[src/rtl/speed_tick_receiver.sv]
// ---------------------------------------------------------------------------
// speed_tick_receiver
//   Brings a slow, asynchronous "speed" toggle into the clk domain. Each
//   counted edge becomes a one-cycle tick enable. The block also measures the
//   edge-to-edge period and flags a source that has stopped toggling.
//
// Parameters
//   SYNC_STAGES : synchronizer depth on speed_in (2..4)
//   CNT_W       : width of the gap counter and of period
//   TIMEOUT     : cycles without a counted edge before stalled asserts
//   RISING_ONLY : 0 = count both edges, 1 = count rising edges only
//
// Ports
//   clk, rst_n   : system clock, async active-low reset
//   speed_in     : slow toggle, asynchronous to clk
//   enable       : 1 = measure and emit ticks, 0 = hold idle
//   tick         : one-cycle pulse per counted edge
//   rise / fall  : one-cycle pulses on synchronized edges (gated by enable)
//   period       : clk cycles between the last two counted edges
//   period_valid : period holds a genuine measurement
//   stalled      : no counted edge for TIMEOUT cycles
//   edge_count   : running tick count, wraps at 16 bits
// ---------------------------------------------------------------------------
module speed_tick_receiver #(
  parameter int unsigned SYNC_STAGES = 2,
  parameter int unsigned CNT_W       = 32,
  parameter int unsigned TIMEOUT     = 50000000,
  parameter bit          RISING_ONLY = 1'b0
) (
  input  logic             clk,
  input  logic             rst_n,
  input  logic             speed_in,
  input  logic             enable,
  output logic             tick,
  output logic             rise,
  output logic             fall,
  output logic [CNT_W-1:0] period,
  output logic             period_valid,
  output logic             stalled,
  output logic [15:0]      edge_count
);

  typedef enum logic [1:0] {
    S_IDLE   = 2'd0,  // no reference edge yet
    S_ARMED  = 2'd1,  // one edge seen, measuring
    S_LOCKED = 2'd2,  // period valid
    S_STALL  = 2'd3   // source has stopped
  } state_t;

  localparam logic [CNT_W-1:0] GCNT_MAX   = '1;
  localparam logic [CNT_W-1:0] TIMEOUT_M1 = CNT_W'(TIMEOUT - 1);

  logic [SYNC_STAGES-1:0] r_sync;
  logic                   r_hist;
  logic                   r_tick;
  logic                   r_rise;
  logic                   r_fall;
  logic [CNT_W-1:0]       r_gcnt;
  logic [CNT_W-1:0]       r_period;
  logic                   r_period_valid;
  logic                   r_stalled;
  logic [15:0]            r_edge_count;
  state_t                 r_state;

  logic                   w_rise;
  logic                   w_fall;
  logic                   w_counted;
  logic                   w_tick;
  logic [CNT_W-1:0]       w_gcnt_inc;
  logic                   w_timeout;

  // Synchronizer plus history flop. It ignores enable so that re-enabling
  // compares against an up-to-date history and cannot see a stale edge.
  // NOTE: sequential state uses non-blocking assignments so every flop
  // samples pre-edge values regardless of statement order.
  always_ff @(posedge clk or negedge rst_n) begin
    if (!rst_n) begin
      r_sync <= '0;
      r_hist <= 1'b0;
    end else begin
      r_sync <= {r_sync[SYNC_STAGES-2:0], speed_in};
      r_hist <= r_sync[SYNC_STAGES-1];
    end
  end

  assign w_rise     =  r_sync[SYNC_STAGES-1] & ~r_hist;
  assign w_fall     = ~r_sync[SYNC_STAGES-1] &  r_hist;
  assign w_counted  = RISING_ONLY ? w_rise : (w_rise | w_fall);
  assign w_tick     = w_counted & enable;
  // Saturating increment, shared by the gap counter and the period capture.
  assign w_gcnt_inc = (r_gcnt == GCNT_MAX) ? GCNT_MAX : r_gcnt + CNT_W'(1);
  assign w_timeout  = (r_gcnt >= TIMEOUT_M1);

  // Registered one-cycle pulses.
  always_ff @(posedge clk or negedge rst_n) begin
    if (!rst_n) begin
      r_tick <= 1'b0;
      r_rise <= 1'b0;
      r_fall <= 1'b0;
    end else begin
      r_tick <= w_tick;
      r_rise <= w_rise & enable;
      r_fall <= w_fall & enable;
    end
  end

  // Gap counter: cycles since the last tick, parked at 0 while idle/disabled.
  always_ff @(posedge clk or negedge rst_n) begin
    if (!rst_n) begin
      r_gcnt <= '0;
    end else if (!enable || r_state == S_IDLE || w_tick) begin
      r_gcnt <= '0;
    end else begin
      r_gcnt <= w_gcnt_inc;
    end
  end

  // Measurement FSM with registered status outputs. A tick is tested before
  // the timeout, so a tick on the TIMEOUT-1 cycle wins over the stall.
  always_ff @(posedge clk or negedge rst_n) begin
    if (!rst_n) begin
      r_state        <= S_IDLE;
      r_period       <= '0;
      r_period_valid <= 1'b0;
      r_stalled      <= 1'b0;
      r_edge_count   <= '0;
    end else begin
      if (!enable) begin
        r_state        <= S_IDLE;
        r_period_valid <= 1'b0;
        r_stalled      <= 1'b0;
      end else begin
        case (r_state)
          S_IDLE: begin
            if (w_tick) r_state <= S_ARMED;
          end
          S_ARMED: begin
            if (w_tick) begin
              r_state        <= S_LOCKED;
              r_period       <= w_gcnt_inc;
              r_period_valid <= 1'b1;
            end else if (w_timeout) begin
              r_state   <= S_STALL;
              r_stalled <= 1'b1;
            end
          end
          S_LOCKED: begin
            if (w_tick) begin
              r_period <= w_gcnt_inc;
            end else if (w_timeout) begin
              r_state        <= S_STALL;
              r_stalled      <= 1'b1;
              r_period_valid <= 1'b0;
            end
          end
          S_STALL: begin
            // Restart: the stalled gap is reported but not trusted yet.
            if (w_tick) begin
              r_state   <= S_ARMED;
              r_period  <= w_gcnt_inc;
              r_stalled <= 1'b0;
            end
          end
          default: r_state <= S_IDLE;
        endcase
      end
      if (w_tick) r_edge_count <= r_edge_count + 16'd1;
    end
  end

  assign tick         = r_tick;
  assign rise         = r_rise;
  assign fall         = r_fall;
  assign period       = r_period;
  assign period_valid = r_period_valid;
  assign stalled      = r_stalled;
  assign edge_count   = r_edge_count;

endmodule
[config.mk]
export PLATFORM = sky130hd
export DESIGN_NAME = speed_tick_receiver
export DESIGN_NICKNAME = d
export VERILOG_FILES = /design/src/rtl/speed_tick_receiver.sv
export SDC_FILE = /design/constraint.sdc
export NUM_CORES = 1
export LEC_CHECK = 0
export BUFFER_PORTS_ARGS = -buffer_cell sky130_fd_sc_hd__buf_2
export CORE_MARGIN = 3
export CORE_UTILIZATION = 49
export CTS_CLUSTER_DIAMETER = 150
export CTS_CLUSTER_SIZE = 10
export DETAILED_ROUTE_END_ITERATION = 7
export MAX_ROUTING_LAYER = met4
export PLACE_DENSITY = 0.79
export SYNTH_ARGS = -nofsm -noshare
export SYNTH_HDL_FRONTEND = slang
export SYNTH_SLANG_ARGS = --single-unit
[constraint.sdc]
create_clock -name clk -period 2.6 [get_ports clk]
set_clock_uncertainty 0.1 [all_clocks]
set_input_delay 0.52 -clock clk [delete_from_list [all_inputs] [get_ports clk]]
set_output_delay 0.52 -clock clk [all_outputs]
set_load 0.02 [all_outputs]
After elaboration in Yosys (flattened, before gate mapping). Index checks and enable logic that the tools add are counted.

Output and inout port bits: 53. Logic and storage cells: 64. Bits of input ports: 4. Bits in registers: 90.

$lt $le $gt $ge: 1. Bitwise operators: 8. Add/sub/neg operators: 2. Equal/unequal tests: 13. Reduce and logical (&&, ||, !) cells: 11. Muxes and demuxes: 18.

Operators by type and width (number): 32-bit 2-to-1 mux (2); 32-bit by 1-bit adder with 32-bit output, second input constant (1); 32-bit equality test, second input constant (1); 32-bit by 26-bit greater-or-equal comparator with 1-bit output, second input constant (1); 16-bit by 1-bit adder with 16-bit output, second input constant (1); 3-bit != test, second input constant (5); 2-bit 2-to-1 mux (5); 3-bit by 2-bit != test with 1-bit output, second input constant (3); 1-bit 2-to-1 mux (8); 4-bit AND reduction (2); 2-bit one-hot mux with 3 select lines (1); 1-bit bitwise AND (5); 2-bit equality test, second input constant (2); 1-bit one-hot mux with 2 select lines (2); 2-bit OR reduction (2); 3-bit by 1-bit != test with 1-bit output, second input constant (1); 3-bit AND reduction (1); 3-bit OR reduction (1); 2-bit by 1-bit equality test with 1-bit output, second input constant (1); 2-bit logical NOT (1); 1-bit logical OR (2); 1-bit inverter (2); 2-bit AND reduction (1); 1-bit logical NOT (1); 1-bit OR (1).

Depth between registers and ports, before layout.
Depth in word-level cells: 7. Depth in mapped cells: 9. Gate-level depth less buffers: 7.

Worst setup path after synthesis. Ideal clock, no wire load.

Path type: reg2reg. Start point: register r_gcnt[0]. End point: register r_period[28] (netlist: period[28]). Path slack: 460 ps. Setup time: 128 ps. Clock period less this slack: 2140 ps. Stages on the path, launching flop included: 8. Path buffers: 1. Arrival: 1912 ps. Data required time: 2372 ps. Path through: dfrtp_1 -> ha_1 -> and2_1 -> clkbuf_1 -> nand4_1 -> or3_4 -> o32ai_2 -> o21ai_1.

Word-level cells in the longest chain between the ends: 2. Elaborated cells on any way between the ends: 3. Those cells by class: 1 x add/sub; 1 x eq/ne; 1 x mux.

RTL lines: start: declaration (line 58) `logic [CNT_W-1:0] r_gcnt;`; start signal: assignment (line 114) `r_gcnt <= w_gcnt_inc;`; 32-bit by 1-bit adder with 32-bit output / 32-bit equality test (equally long branches) (line 91) `assign w_gcnt_inc = (r_gcnt == GCNT_MAX) ? GCNT_MAX : r_gcnt + CNT_W'(1);`; 32-bit 2-to-1 mux * (line 91); end signal: assignment (line 140) `r_period <= w_gcnt_inc;`; end signal: assignment (line 149) `r_period <= w_gcnt_inc;`; end signal: assignment (line 160) `r_period <= w_gcnt_inc;`; end: declaration (line 59) `logic [CNT_W-1:0] r_period;`.

Mark *: on every way between the ends. The rest lies on a longest branch, timed or not. A chain may end at the register's enable or synchronous reset.

Worst setup path in the final report. Same ends and word-level chain as after synthesis.

==> impl_metrics.json <==
{
  "status": "finished clean",
  "ant_nets": 0,
  "max_cap_viol_count": 0,
  "power_density_nw_per_um2": 778.6,
  "layout_common_cells": "dfrtp_1 (90), nor2_1 (63), buf_2 (55)",
  "max_freq_mhz": 423.9,
  "final_area_um2": 4756,
  "yosys_warnings": 0,
  "setup_viol": 0,
  "synth_seq_cells": 90,
  "numCtsBuffers": 9,
  "synthAdderAreaFrac": 0.02411,
  "ctsHoldBuffers": 0,
  "fin_crit_sh": 0.9074,
  "drtIter0Drc": 149,
  "track_usage": 0.2061,
  "hold_slack_ps": 13.33,
  "worstHoldPathType": "primary input to asynchronous set/reset pin",
  "period_needed_ps": 2359,
  "layout-drive-gt1-share": 0.1934,
  "detailed_place.area_um2": 4586,
  "grt_max_degree": 55,
  "required_ps": 2730,
  "tightestPinTransition_ps": 494.0,
  "synth_area_um2": 4151,
  "avgViaCountPerCell": 5.493,
  "final_common_cell": "dfrtp_1",
  "slowest_stage": "or3_4",
  "cts.sinks": 90,
  "finalSetupTns_ps": 0,
  "ctsRootBufferMaster": "clkbuf_8",
  "rsz0062_at_grt": "no",
  "clk_latency_ps": 350,
  "yosysTopAreaCell": "dfrtp_1",
  "die_x_um": 98.05,
  "synthCells": 421,
  "clockBufferDepth": 2,
  "ios": 57,
  "cts-htree-levels": 3,
  "io_buffers": 56,
  "endpoint_kind": "register",
  "area_growth_pct": 14.56,
  "hold_viol": 0,
  "power_leakage_uw": 0.002242,
  "cts_resized": 0,
  "cts_setup_buffers": 0,
  "vias": 3230,
  "total_power_uw": 3703,
  "dieArea_um2": 9613,
  "syn_avg_cell_area_um2": 9.861,
  "synth_xor_area_frac": 0.06329,
  "slew_viol_final": 0,
  "ys_types": 45,
  "crit_path_max_fanout": 8,
  "reg2reg_slack_ps": 240,
  "gp_congestion": 0.9108,
  "wl_per_cell_um": 15.22,
  "clkTransAtPathRegs_ps": 80,
  "synthMuxAreaShare": 0.01477,
  "crit_chain": "ha_1 -> and2_1 -> nand4_1 -> or3_4 -> o32ai_2 -> o21ai_1",
  "nNetsFinal": 494,
  "maxSlewHeadroom": 0.6700,
  "vdd_drop_max_mv": 0.4365,
  "crit_type": "register to register",
  "yosysTopAreaCellShare": 0.5425,
  "detailed_place_hpwl_mm": 6.719,
  "grt-ovfl-total": 0,
  "synth_area_leaders": "dfrtp_1 (54%), nor2_1 (5.7%), nand2_1 (4.3%), o21ai_0 (3.3%), xnor2_1 (3.2%)",
  "core_area_um2": 7968,
  "cts_tree": "yes",
  "synth_fp_nets": 433,
  "rows": 32,
  "synth_top_family_by_area": "simple AND/OR/NAND/NOR gates",
  "critPathArrivalTime_ps": 2490,
  "ys_seq_area_frac": 0.5425,
  "start_util": 0.5210,
  "antenna_found_initial": 0,
  "die_h_um": 98.05,
  "grt_pass1_wl_mm": 15.78,
  "n_antenna_cell": 0,
  "grt_pass1_vias": 3254,
  "drc_errors": 0,
  "yosys.area_share.simple": 0.2197,
  "cp-start-kind": "register",
  "nFillCells": 690,
  "wirelength_mm": 8.949,
  "max_stage_delay_ps": 480,
  "synth_compound_area_frac": 0.1076,
  "drt_first_pass_iters": 5
}
-- synthesized netlist by cell type --
library cell / number
or2_2: 1
nand4_4: 1
o32ai_2: 1
a31oi_1: 4
a21oi_1: 17
o41a_1: 1
o21ai_1: 2
a31o_2: 5
a21o_1: 2
nand3_1: 14
nor3_2: 1
nor2_1: 63
clkbuf_1: 15
or3_1: 1
or3_4: 1
nand3b_1: 1
and4_1: 5
xnor2_1: 15
mux2_2: 1
nor2b_1: 2
o31ai_1: 5
nand2b_1: 1
nor4_2: 1
a41o_1: 1
buf_4: 2
a22oi_1: 1
inv_1: 12
o211ai_1: 2
and3_1: 7
or4_4: 1
xor2_1: 15
a221oi_1: 1
and2_1: 7
nor3_1: 5
nor3b_1: 1
dfrtp_1: 90
a41oi_1: 1
o21ai_0: 27
nand2_1: 48
o41ai_1: 1
o311ai_0: 1
mux2i_1: 5
nor4_1: 7
ha_1: 8
nand4_1: 18
-- worst max-delay path: cells and delay by family (launching register included) --
kind / cells / cell delay (ps)
flip-flops: 1 / 410
adder cells (fa/ha/maj): 1 / 210
AND/OR/NAND/NOR: 3 / 1120
AO/OA/AOI/OAI: 2 / 390
-- stage by stage --
step,instances,setup slack [ps],utilization
finish,588,240.7,0.5969
global route,588,46.75,0.5969
CTS,588,252.8,0.5969
detailed placement,573,285.2,0.5755
global placement,573,345.8,0.5755
floorplan,421,460.1,-
-- worst paths after layout --
check                                          from                      to  depth (start not counted)
worst max-delay path            r_gcnt[0]$_DFF_PN0_  period[28]$_DFFE_PN0P_                          6
worst min-delay path                          rst_n          fall$_DFF_PN0_                          1
worst max register to register  r_gcnt[0]$_DFF_PN0_  period[28]$_DFFE_PN0P_                          6
worst min register to register  r_sync[0]$_DFF_PN0_     r_sync[1]$_DFF_PN0_                          0
max in group asynchronous                     rst_n    r_gcnt[21]$_DFF_PN0_                          2
min in group clk                           speed_in     r_sync[0]$_DFF_PN0_                          1
-- per-layer routing --
layer | routed length, µm | global-route usage | up-vias
met3 | 405 | 0.05071 | 13
met4 | 117 | 0.05538 | 0
met2 | 4366 | 0.3236 | 76
met1 | 4059 | 0.2692 | 1558
li1 | - | - | 1583
met5 | 0 | - | -
-- cells by family after synthesis --
family,count (synthesis)
AO/OA/AOI/OAI,72
XOR/XNOR,30
adder cells (fa/ha/maj),8
buffers and inverters,29
flip-flops,90
multiplexers,6
AND/OR/NAND/NOR,186
-- where the power goes --
group          total, µW  leakage [µW]  switching, µW  internal [µW]
clock network        845     0.0000920            455            390
registers           1830       0.00121            179           1660
logic               1020      0.000939            674            350
-- state kept, by name, summed over array words and instances, names as in the netlist --
| name | flops |
|---|---|
| edge_count | 16 |
| fall | 1 |
| period | 32 |
| period_valid | 1 |
| r_gcnt | 32 |
| r_hist | 1 |
| r_state | 2 |
| r_sync | 2 |
| rise | 1 |
| stalled | 1 |
| tick | 1 |
-- area by class of cell --
class                           instances  area, µm²  area share
Clock buffer                           12      155.1     0.03262
Timing Repair Buffer                   67      377.9     0.07945
Sequential cell                        90       2252      0.4736
Clock inverter                          3      15.01    0.003157
Multi-Input combinational cell        302       1783      0.3749
Inverter                               12      45.04    0.009471
Tap cell                              102      127.6     0.02683
(Power assumes the default switching activity.)
